**config.mk**
```make
export PLATFORM = sky130hd
export DESIGN_NAME = store_buffer_ctrl
export DESIGN_NICKNAME = d
export VERILOG_FILES = /design/src/rtl/store_pkg.sv /design/src/rtl/store_fifo.sv /design/src/rtl/store_buffer_ctrl.sv
export SDC_FILE = /design/constraint.sdc
export NUM_CORES = 1
export LEC_CHECK = 0
export BUFFER_PORTS_ARGS = -buffer_cell sky130_fd_sc_hd__buf_2
export CAP_MARGIN = 20
export CORE_ASPECT_RATIO = 1.1
export CORE_MARGIN = 4
export CORE_UTILIZATION = 53
export DETAILED_ROUTE_END_ITERATION = 7
export GPL_ROUTABILITY_DRIVEN = 0
export PLACE_DENSITY = 0.76
export SLEW_MARGIN = 20
export SYNTH_ARGS = -nofsm -noshare
export SYNTH_HDL_FRONTEND = slang
export SYNTH_SLANG_ARGS = --single-unit
```
**constraint.sdc**
```tcl
create_clock -name clk -period 1.86 [get_ports clk]
set_input_delay 0.279 -clock clk [delete_from_list [all_inputs] [get_ports clk]]
set_output_delay 0.279 -clock clk [all_outputs]
set_load 0.1 [all_outputs]
```
**src/rtl/store_pkg.sv**
```systemverilog
// Shared types and constants for the store-side buffer controller.
package store_pkg;

  localparam logic [6:0] STORE_OP = 7'b0100011;

  localparam logic [3:0] WE_B = 4'b0001;
  localparam logic [3:0] WE_H = 4'b0011;
  localparam logic [3:0] WE_W = 4'b1111;

  typedef struct packed {
    logic [31:0] addr;
    logic [31:0] wdata;
    logic [3:0]  be;
  } store_entry_t;

  typedef enum logic [1:0] {
    IDLE  = 2'd0,
    ISSUE = 2'd1,
    ERR   = 2'd2
  } store_state_e;

endpackage

```
**src/rtl/store_fifo.sv**
```systemverilog
// Synchronous FIFO of store entries; head reads zero while empty.
module store_fifo
  import store_pkg::*;
#(
  parameter int unsigned DEPTH = 4
) (
  input  logic                         clk,
  input  logic                         rst,
  input  logic                         push,
  input  logic                         pop,
  input  logic                         flush,
  input  store_entry_t                 din,
  output store_entry_t                 head,
  output logic                         full,
  output logic                         empty,
  output logic [$clog2(DEPTH+1)-1:0]   count
);

  localparam int unsigned PW = $clog2(DEPTH);
  localparam int unsigned CW = $clog2(DEPTH + 1);

  store_entry_t mem_q [DEPTH];
  store_entry_t mem_d [DEPTH];
  logic [PW-1:0] wr_ptr_q, wr_ptr_d;
  logic [PW-1:0] rd_ptr_q, rd_ptr_d;
  logic [CW-1:0] cnt_q, cnt_d;
  logic          do_push, do_pop;

  assign full    = (cnt_q == CW'(DEPTH));
  assign empty   = (cnt_q == '0);
  assign count   = cnt_q;
  assign head    = empty ? '0 : mem_q[rd_ptr_q];
  assign do_push = push && !full;
  assign do_pop  = pop && !empty;

  always_comb begin
    mem_d    = mem_q;
    wr_ptr_d = wr_ptr_q;
    rd_ptr_d = rd_ptr_q;
    cnt_d    = cnt_q;
    if (flush) begin
      wr_ptr_d = '0;
      rd_ptr_d = '0;
      cnt_d    = '0;
    end else begin
      if (do_push) begin
        mem_d[wr_ptr_q] = din;
        wr_ptr_d        = wr_ptr_q + PW'(1);
      end
      if (do_pop) begin
        rd_ptr_d = rd_ptr_q + PW'(1);
      end
      if (do_push && !do_pop) begin
        cnt_d = cnt_q + CW'(1);
      end else if (do_pop && !do_push) begin
        cnt_d = cnt_q - CW'(1);
      end
    end
  end

  always_ff @(posedge clk) begin
    if (rst) begin
      mem_q    <= '{default: '0};
      wr_ptr_q <= '0;
      rd_ptr_q <= '0;
      cnt_q    <= '0;
    end else begin
      mem_q    <= mem_d;
      wr_ptr_q <= wr_ptr_d;
      rd_ptr_q <= rd_ptr_d;
      cnt_q    <= cnt_d;
    end
  end

endmodule

```
**src/rtl/store_buffer_ctrl.sv**
```systemverilog
// Store buffer: alignment check and lane shift, FIFO queueing, and a
// req/ack drain FSM with timeout detection and fence support.
module store_buffer_ctrl
  import store_pkg::*;
#(
  parameter int unsigned DEPTH   = 4,
  parameter int unsigned TIMEOUT = 15
) (
  input  logic        clk,
  input  logic        rst,
  input  logic        st_valid,
  output logic        st_ready,
  input  logic [31:0] st_addr,
  input  logic [31:0] st_data,
  input  logic [3:0]  st_wr_en,
  output logic        mem_req,
  output logic [31:0] mem_addr,
  output logic [31:0] mem_wdata,
  output logic [3:0]  mem_be,
  input  logic        mem_ack,
  input  logic        fence_req,
  output logic        fence_done,
  output logic        misalign_err,
  output logic        timeout_err
);

  localparam int unsigned CW = $clog2(DEPTH + 1);
  localparam int unsigned TW = $clog2(TIMEOUT) + 1;

  store_state_e  state_q, state_d;
  logic [TW-1:0] tmo_q, tmo_d;
  logic          misalign_q, misalign_d;

  store_entry_t  new_entry, head;
  logic          full, empty;
  logic [CW-1:0] count;
  logic          transfer, legal, push, pop, flush;

  assign st_ready     = !full && !fence_req && (state_q != ERR);
  assign transfer     = st_valid && st_ready;
  assign mem_req      = (state_q == ISSUE);
  assign timeout_err  = (state_q == ERR);
  assign misalign_err = misalign_q;
  assign fence_done   = empty && (state_q == IDLE);
  assign mem_addr     = head.addr;
  assign mem_wdata    = head.wdata;
  assign mem_be       = head.be;

  // Legality check and lane placement of an incoming store.
  always_comb begin
    legal           = 1'b0;
    new_entry.addr  = {st_addr[31:2], 2'b00};
    new_entry.be    = 4'(st_wr_en << st_addr[1:0]);
    new_entry.wdata = 32'(st_data << {st_addr[1:0], 3'b000});
    if (st_wr_en == WE_B) begin
      legal = 1'b1;
    end else if (st_wr_en == WE_H) begin
      legal = !st_addr[0];
    end else if (st_wr_en == WE_W) begin
      legal = (st_addr[1:0] == 2'b00);
    end
    push       = transfer && legal;
    misalign_d = transfer && (st_wr_en != 4'b0000) && !legal;
  end

  // Drain FSM and timeout counter.
  always_comb begin
    state_d = state_q;
    tmo_d   = tmo_q;
    pop     = 1'b0;
    flush   = 1'b0;
    case (state_q)
      IDLE: begin
        if (count != '0) begin
          state_d = ISSUE;
          tmo_d   = '0;
        end
      end
      ISSUE: begin
        if (mem_ack) begin
          pop   = 1'b1;
          tmo_d = '0;
          if ((count > CW'(1)) || push) begin
            state_d = ISSUE;
          end else begin
            state_d = IDLE;
          end
        end else if (tmo_q == TW'(TIMEOUT - 1)) begin
          state_d = ERR;
        end else begin
          tmo_d = tmo_q + TW'(1);
        end
      end
      ERR: begin
        flush = 1'b1;
      end
      default: begin
        state_d = IDLE;
      end
    endcase
  end

  always_ff @(posedge clk) begin
    if (rst) begin
      state_q    <= IDLE;
      tmo_q      <= '0;
      misalign_q <= 1'b0;
    end else begin
      state_q    <= state_d;
      tmo_q      <= tmo_d;
      misalign_q <= misalign_d;
    end
  end

  store_fifo #(
    .DEPTH (DEPTH)
  ) u_fifo (
    .clk   (clk),
    .rst   (rst),
    .push  (push),
    .pop   (pop),
    .flush (flush),
    .din   (new_entry),
    .head  (head),
    .full  (full),
    .empty (empty),
    .count (count)
  );

endmodule

```
* Yosys cells after proc, flatten, opt, wreduce, memory -nomap -nowiden
Cells that the tools add are included.
** Word-level totals
- Register bits :: 287
- Input port bits :: 73
- Output and inout bits :: 73
- Logic and storage cells :: 99
** Operators by class
- Add/sub/neg operators :: 5
- $lt $le $gt $ge :: 4
- Equality and inequality tests :: 11
- Shifts and indexed selects :: 2
- Multiplexer cells :: 24
- Bitwise operators :: 4
- Reductions and logical operators :: 31
** Operators with widths (number)
- $bwmux 272 :: 1
- $mux 68 :: 4
- $bmux 68 s2 :: 1
- $demux 68 s2 :: 1
- $shl 32x5->32 :: 1
- $mux 5 :: 3
- $logic_and 1x1->1 :: 12
- $pmux 5 s2 :: 1
- $logic_not 1->1 :: 7
- $mux 1 :: 7
- $ge 3x3->1 const B :: 2
- $mux 2 :: 3
- $mux 3 :: 2
- $not 2->3 :: 2
- $pmux 2 s3 :: 1
- $reduce_and 3->1 :: 2
- $add 5x1->5 const B :: 1
- $eq 5x4->1 const B :: 1
- $add 2x1->2 const B :: 2
- $eq 4x1->1 const B :: 1
- $eq 4x2->1 const B :: 1
- $eq 4x4->1 const B :: 1
- $logic_not 2->1 :: 2
- $reduce_bool 2->1 :: 2
- 19 further kinds :: 20

* Depth between registers and ports, before layout
Gate-level depths: netlist of run 1.
- Word-level depth :: 11
- Gate-level depth with buffers :: 12
- Mapped depth without buffers :: 11

* Hierarchy
From an unflattened synthesis of run 1, not the netlist that was laid out.
** Unflattened totals
- Cell total of the unflattened synthesis :: 1312
- Area, all modules :: 14259.9 sq um
** Modules (own cells, without submodules)
- store_fifo :: instances 1, cells an instance 1162, area each 13221.4 sq um, seq. area each 5585.4 sq um
- store_buffer_ctrl :: instances 1, cells an instance 150, area each 1038.5 sq um, seq. area each 160.2 sq um

* Least setup slack after synthesis of run 1
Ideal clock, no wire load.
- Path type :: register to output
- Start point :: reg u_fifo.cnt_q[0], in the netlist u_fifo.count[0]
- End point :: out fence_done
- Arrival time :: 2927 ps
- Data required time :: 1581 ps
- Setup slack :: -1346 ps
- Cell stages (with the launch flop) :: 6
- Buffers on the path :: 1
- Cell sequence :: dfxtp_1 -> inv_1 -> ha_1 -> nand2b_1 -> clkbuf_1 -> nor3_1
** Between the ends
- Longest elaborated chain between the ends :: 2
** RTL lines
- start, declared :: RTL line store_fifo.sv:26 : logic [CW-1:0] cnt_q, cnt_d;
- start signal, assigned :: RTL line store_fifo.sv:71 : cnt_q <= cnt_d;
- $logic_not 3->1 :: RTL line store_fifo.sv:30 : assign empty = (cnt_q == '0);
- $logic_and 1x1->1 :: RTL line store_buffer_ctrl.sv:44 : assign fence_done = empty && (state_q == IDLE);
- end, declared :: RTL line store_buffer_ctrl.sv:22 : output logic fence_done,
No other way between the ends.

* Worst setup path in the final report of run 1
- Start point :: reg u_fifo.rd_ptr_q[0]
- End point :: out mem_addr[27]
** Between the ends
- Longest elaborated chain between the ends :: 5
** RTL lines
- start, declared :: RTL line store_fifo.sv:25 : logic [PW-1:0] rd_ptr_q, rd_ptr_d;
- start signal, assigned :: RTL line store_fifo.sv:70 : rd_ptr_q <= rd_ptr_d;
- $not 2->3 (not written as such) :: RTL line store_fifo.sv:32 : assign head = empty ? '0 : mem_q[rd_ptr_q];
- $bmux 68 s2 :: RTL line store_fifo.sv:32
- $mux 68 (not written as such) (2 in a row) :: RTL line store_fifo.sv:32
- $mux 68 :: RTL line store_fifo.sv:32
- end, declared :: RTL line store_buffer_ctrl.sv:17 : output logic [31:0] mem_addr,
No other way between the ends. The select of a mux whose other input is x is not followed.

==> qor.yml, run 1 <==
worst_setup_path:
  slowest_delay_ns: 0.42
  criticalPathCategory: "flip-flop to output pin"
  timing.critical_path.arrival_ns: 2.07
  crit_path_max_fanout: 25
  reg2reg_setup_slack_ns: -0.06
  crit_chain: "buf_6, mux4_2, and2_2, buf_12"
  kind_of_end_point_of_the_critical_path: "output pin"
  reg2reg_depth: 10
  critPathRequiredTime_ns: 1.58
  crit-reg2reg-launch: "u_fifo.count[1]"
  cpLargestDelayFamily: "buffers and inverters"
  worstReg2RegEnd: "u_fifo.count[2]"
  crit_buf_inv: 2
  cp_slowest_cell: "sky130_fd_sc_hd__dfxtp_4"
  timing.critical_path.from_type: "flip-flop"
cells_and_area:
  design.final.nets: 1527
  layout_commonest_cell: "sky130_fd_sc_hd__nand2_1"
  layout_utilization: 0.711
  syn_to_final_growth_pct: 32.7
  finish.cell_count_without_fillers: 1773
  fraction_of_layout_cells_with_a_size_suffix_above_1: 0.326
  layout_common_cells: "sky130_fd_sc_hd__nand2_1, sky130_fd_sc_hd__mux2i_1, sky130_fd_sc_hd__dfxtp_1"
die:
  num_io_pins: 146
  die_w_microns: 158
  fp.dieArea_sq_mm: 0.0272
  die_y_microns: 173
  initial_core_util: 0.536
  floorplan.core_area_sq_mm: 0.0244
  row_count: 60
hold_path:
  hold_path_class: "input pin to flip-flop"
  min-delay-start: "rst"
  whs_endpoint: "tmo_q[1]"
  holdPathStages: 2
sta:
  period_needed_ns: 2.35
  grt_setup_unrepaired: "yes"
  finalClockSkew_ns: 0.00663
  achievable-frequency_mhz: 426
  worst_pin_slew_ns: 0.714
  layout_worst_path_cycle_share: 1.26
  final-max-slew-violation-count: 0
  hold_viol: 0
  report.final.setup_viol: 69
  relSlewSlack: 0.522
  timing.final.ws_setup_ns: -0.485
cts:
  tritoncts_clock_tree: "built"
  cts_root_buffer: "sky130_fd_sc_hd__clkbuf_16"
  cts_hold_fix_bufs: 0
  clk_path_buf_depth: 3
  cts.htree.levels: 1
  clk_pin_slew_ns: 0.06
  cts-buffers-inserted: 29
  clk-insertion-delay-late_ns: 0.54
  cts.sinks: 279
power_and_ir_drop:
  p_per_area_mw_per_mm2: 717
  leakage_nw: 8.08
  power.ir.vdd_worst_mv: 0.532
global_route:
  grt_start_max_net_pins: 72
  grt_pass1_wl_microns: 53100
  globalRoute.totalOverflow: 0
  first_global_vias: 10367
  met3_usage: 0.0300
  grt_antenna_before_repair: 1
  grt_most_used_layer: "met2"
  groute.layer.met2.usage: 0.410
  gr-usage-met1: 0.310
  track_usage: 0.238
drt:
  wl_per_cell_microns: 19.3
  first_pass_iters: 5
  drt_drc_violations_left: 0
  vias_per_cell: 5.69
  final_antenna_net_count: 0
  initialDrtViolationCount: 766
  postRouteWirelength_microns: 34300
  detailroute.via_count: 10091
synthesis:
  synth-async-reset-ratio: 0
  synth.distinct_cells: 46
  post_synth_inst_count: 1257
  yosysSeqAreaShare: 0.427
  synthDominantAreaCellType: "sky130_fd_sc_hd__dfxtp_1"
  synth.top_cell.area_share: 0.427
  synth-edff-count: 0
  postSynth.topFlopCell: "sky130_fd_sc_hd__dfxtp_1"
  avgSynthCellArea_sq_um: 10.4
  ys.warnings.count: 0
  yosys_register_bits: 279
  ys_top_cells_by_area: "sky130_fd_sc_hd__dfxtp_1, sky130_fd_sc_hd__mux2i_1, sky130_fd_sc_hd__mux4_2, sky130_fd_sc_hd__nand2_1, sky130_fd_sc_hd__and2_1"
  syn-cell-area_sq_mm: 0.0131
placed_design:
  hpwlAfterDp_microns: 21700
  place.port_buffers: 143
  place_inst: 1695
outcome:
  status: "finished with violations"
  violations_in_the_final_reports: "negative setup slack"
run:
  count_of_maximum_capacitance_violations: 0
==> timing repair <==
item                                    CTS  global route
gates cloned                              2            10
buffers inserted                          7            10
gates resized for setup                 136            29
pin swaps                                 9            12
endpoints found under the setup margin   71           165
==> worst max-delay path by stage <==
stage | depth (start not counted) | slack [ns] | start | end
after floorplan | 6 | -0.14 | u_fifo.count[0] | mem_addr[12]
after global placement | 10 | -0.02 | u_fifo.count[0] | u_fifo.count[2]
after detailed placement | 10 | -0.05 | u_fifo.count[0] | u_fifo.count[2]
after CTS | 4 | -0.53 | u_fifo.rd_ptr_q[1] | mem_addr[30]
after global routing | 4 | -0.53 | u_fifo.rd_ptr_q[1] | mem_wdata[1]
final | 4 | -0.49 | u_fifo.rd_ptr_q[0] | mem_addr[27]
==> state kept, by name, indices dropped and copies added, names as in the netlist <==
signal           cells
u_fifo.count         3
u_fifo.rd_ptr_q      2
state_q              2
u_fifo.mem_q       264
misalign_err         1
u_fifo.wr_ptr_q      2
tmo_q                5
==> cell families (layout without fill, tap and decap cells) <==
| kind of cell | count (synthesis) | in the layout | share of synthesized area |
|---|---|---|---|
| adder cells (fa/ha/maj) | 11 | 11 | 0.0105 |
| flip-flops | 279 | 279 | 0.427 |
| other | 1 | 3 | 0.000287 |
| multiplexers | 358 | 358 | 0.338 |
| AO/OA/AOI/OAI | 44 | 44 | 0.0250 |
| AND/OR/NAND/NOR | 450 | 450 | 0.150 |
| buffers and inverters | 110 | 314 | 0.0462 |
| XOR/XNOR | 4 | 4 | 0.00268 |
==> power by group <==
part / internal, W / switching (W) / leakage, nW
Clock: 0.00330 / 0.00229 / 0.456
Combinational: 0.000325 / 0.000526 / 5.37
Sequential: 0.00599 / 0.0000114 / 2.25
Total: 0.00961 / 0.00283 / 8.08
==> cell usage after synthesis (2+ instances only) <==
library cell,n
sky130_fd_sc_hd__nand4_1,4
sky130_fd_sc_hd__buf_6,18
sky130_fd_sc_hd__xor2_1,4
sky130_fd_sc_hd__nor2b_1,4
sky130_fd_sc_hd__nand3_2,2
sky130_fd_sc_hd__ha_1,11
sky130_fd_sc_hd__mux2_2,9
sky130_fd_sc_hd__inv_1,9
sky130_fd_sc_hd__o211ai_1,9
sky130_fd_sc_hd__buf_1,3
sky130_fd_sc_hd__a21oi_1,11
sky130_fd_sc_hd__nand2b_1,2
sky130_fd_sc_hd__buf_2,27
sky130_fd_sc_hd__and3_1,3
sky130_fd_sc_hd__o21ai_0,5
sky130_fd_sc_hd__nand2_1,339
sky130_fd_sc_hd__dfxtp_1,279
sky130_fd_sc_hd__a211oi_1,3
sky130_fd_sc_hd__and2_1,66
sky130_fd_sc_hd__o2bb2ai_1,9
sky130_fd_sc_hd__nor3_1,2
sky130_fd_sc_hd__o31ai_1,2
sky130_fd_sc_hd__clkbuf_1,45
sky130_fd_sc_hd__or3_1,2
sky130_fd_sc_hd__buf_4,6
sky130_fd_sc_hd__nor2_1,12
sky130_fd_sc_hd__nand3_1,5
sky130_fd_sc_hd__mux4_2,66
sky130_fd_sc_hd__mux2i_1,283
==> layer usage <==
layer / share of wire / wire (microns)
met3: 0.060 / 2060
met4: 0.026 / 903
met2: 0.50 / 17300
met5: 0 / 0
met1: 0.41 / 14000
==> final cells by class <==
cell class	instances	area [sq um]
Multi-Input combinational cell	869	7200
Fill cell	1631	7050
Clock buffer	43	858
Sequential cell	279	5600
Antenna cell	1	2.50
Tap cell	310	388
Inverter	11	52.6
Clock inverter	7	62.6
Timing Repair Buffer	253	3180
==> per-stage QoR <==
stage	area [sq um]	setup slack [ns]	power, W	TNS (ns)	hold WS, ns
floorplan	13300	-0.136	0.00659	-3.54	0.432
global placement	15500	-0.0208	0.00691	-0.0281	0.439
detailed placement	15500	-0.0481	0.00692	-0.0841	0.447
global route	17300	-0.526	0.0128	-33.44	0.0645
CTS	17000	-0.534	0.0125	-30.59	0.0554
finish	17300	-0.485	0.0124	-28.04	0.0705
Note: power is estimated with default switching activity, not from simulation.
==> run 2: changes to the inputs <==
--- a/config.mk
+++ b/config.mk
@@ -13,6 +13,7 @@
 export DETAILED_ROUTE_END_ITERATION = 7
 export GPL_ROUTABILITY_DRIVEN = 0
 export PLACE_DENSITY = 0.76
+export REMOVE_ABC_BUFFERS = 1
 export SLEW_MARGIN = 20
 export SYNTH_ARGS = -nofsm -noshare
 export SYNTH_HDL_FRONTEND = slang
==> qor.yml, run 2 (synthesized netlist as in run 1, its figures left out) <==
outcome:
  status: "finished with violations"
  violations_in_the_final_reports: "negative setup slack"
cells_and_area:
  largest_reg_flops: 264  # unchanged
  design.final.nets: 1528  # +0.065%
  layout_common_cells: "sky130_fd_sc_hd__nand2_1, sky130_fd_sc_hd__mux2i_1, sky130_fd_sc_hd__dfxtp_1"
  largest_register: "u_fifo.mem_q"
  syn_to_final_growth_pct: 32.5
  fraction_of_layout_cells_with_a_size_suffix_above_1: 0.312  # -0.0138
  layout_commonest_cell: "sky130_fd_sc_hd__nand2_1"
sta:
  final-max-slew-violation-count: 0  # unchanged
  hold_viol: 0  # unchanged
  timing.final.ws_setup_ns: -0.496  # -0.0107 ns
  layout_worst_path_cycle_share: 1.27  # +0.00573
  report.final.setup_viol: 97  # +41%
  grt_setup_unrepaired: "yes"
  period_needed_ns: 2.36  # +0.0107 ns
  timing.hold.ws_ns: 0.0517  # -0.0188 ns
  achievable-frequency_mhz: 425  # -0.45%
  finalClockSkew_ns: 0.0119  # +0.00523 ns
  worst_pin_slew_ns: 0.522  # -0.193 ns
  relSlewSlack: 0.651  # +0.129
worst_setup_path:
  slowest_delay_ns: 0.57  # +0.15 ns
  crit_path_max_fanout: 11  # -56%
  cpMostUsedCell: "sky130_fd_sc_hd__buf_12"
  timing.critical_path.arrival_ns: 2.08  # about the same
  critPathRequiredTime_ns: 1.58  # about the same
  crit_chain: "buf_12, mux4_2, and2_4, buf_12"
  kind_of_end_point_of_the_critical_path: "output pin"
  timing.critical_path.from_type: "flip-flop"
  cp_slowest_cell: "sky130_fd_sc_hd__mux4_2"
  criticalPathCategory: "flip-flop to output pin"
drt:
  wl_per_cell_microns: 19.7  # +2.0%
  final_antenna_net_count: 0  # unchanged
  detailroute.via_count: 10050  # -0.41%
  vias_per_cell: 5.65  # -0.80%
  first_pass_iters: 5  # unchanged
  postRouteWirelength_microns: 35100  # +2.5%
  drt_drc_violations_left: 0  # unchanged
  initialDrtViolationCount: 697  # -9.0%
power_and_ir_drop:
  clkPwrFrac: 0.472  # +0.023
  leakage_nw: 8.11  # +0.34%
  total_power_w: 0.0129  # +3.9%
  cell_internal_pwr_w: 0.00999  # +3.9%
  net-switching-power_w: 0.00293  # +3.6%
  power.ir.vdd_worst_mv: 0.671  # +26%
  share_seq_of_total_power: 0.464  # -0.018
  swShare: 0.227  # -0.000528
  comb_power_frac: 0.063  # -0.005
  p_per_area_mw_per_mm2: 747  # +4.1%
die:
  floorplan.core_area_sq_mm: 0.0244  # unchanged
  fp.dieArea_sq_mm: 0.0272  # unchanged
  initial_core_util: 0.536  # unchanged
  num_io_pins: 146  # unchanged
  die_y_microns: 173  # unchanged
  row_count: 60  # unchanged
  die_w_microns: 158  # unchanged
cts:
  clk-insertion-delay-late_ns: 0.54  # about the same
  clk_path_buf_depth: 3  # unchanged
  tritoncts_clock_tree: "built"
  clk_pin_slew_ns: 0.07  # about the same
  cts.sinks: 279  # unchanged
  cts.htree.levels: 1  # unchanged
  cts-buffers-inserted: 29  # unchanged
  cts_root_buffer: "sky130_fd_sc_hd__clkbuf_16"
global_route:
  grt_antenna_before_repair: 3  # +2
  first_global_vias: 10441  # +0.71%
  globalRoute.totalOverflow: 0  # unchanged
  track_usage: 0.243  # +0.00502
  grt_start_max_net_pins: 59  # -18%
  grt_pass1_wl_microns: 54300  # +2.3%
placed_design:
  detailedPlace.worstSlack_ns: -0.0515  # -0.00338 ns
  place.port_buffers: 143  # unchanged
  hpwlAfterDp_microns: 21400  # -1.6%
run:
  count_of_maximum_capacitance_violations: 0  # unchanged
hold_path:
  hold_path_class: "input pin to flip-flop"
[run 2: cell type report]
type                    instances  area [sq um]
multi-input cells             869          7120
fillers                      1645          7090
flip-flops and latches        279          5600
repair buffers                254          3130
clock buffers                  37           827
well taps                     310           388
clock inverters                16           190
inverters                      11          48.8
diodes                          4          10.0
[run 2: final timing paths]
check	from	to	slack, ns	cells past startpoint
min reg2reg	u_fifo.mem_q[171]	u_fifo.mem_q[171]	0.46	2
max reg2reg	u_fifo.count[1]	u_fifo.mem_q[185]	-0.10	9
max	u_fifo.rd_ptr_q[0]	mem_be[3]	-0.50	4
min	st_wr_en[0]	misalign_err	0.05	2
[run 2: per-stage QoR]
stage               utilization  TNS (ns)  instances  cell area [sq um]
floorplan                     -   -629.94       1159              12500
global placement          0.616    -0.227       1689              15000
detailed placement        0.616    -0.440       1689              15000
CTS                       0.693    -31.05       1760              16900
global route              0.709    -37.36       1777              17300
finish                    0.710    -30.40       1780              17300
[run 2: power groups by stage]
stage | clock, W | combinational, W | sequential (W)
after floorplan | 0 | 0.000391 | 0.00614
after global placement | 0 | 0.000738 | 0.00613
after detailed placement | 0 | 0.000752 | 0.00613
after CTS | 0.00618 | 0.000793 | 0.00600
after global routing | 0.00648 | 0.000881 | 0.00600
final | 0.00610 | 0.000820 | 0.00600
[run 2: metal layers]
layer | wire [microns] | track usage | up-vias
met1 | 15000 | 0.327 | 4983
met3 | 1760 | 0.0413 | 60
li1 | - | - | 4731
met5 | 13 | 0 | -
met2 | 17500 | 0.410 | 274
met4 | 784 | 0.0538 | 2
[run 2: critical path: cells and delay by family, from the launching register on]
kind | cells | cell delay [ns]
and+or+nand+nor | 1 | 0.20
muxes | 1 | 0.57
DFF | 1 | 0.42
buffers and inverters | 2 | 0.34
[run 2: what timing repair did]
item                       CTS  global route
hold endpoints to repair     0             0
buffers inserted            12            10
resized for setup          181            46
setup endpoints to repair   99           164
gates cloned                 6             9
hold buffers                 0             0
pin swaps                   16            14
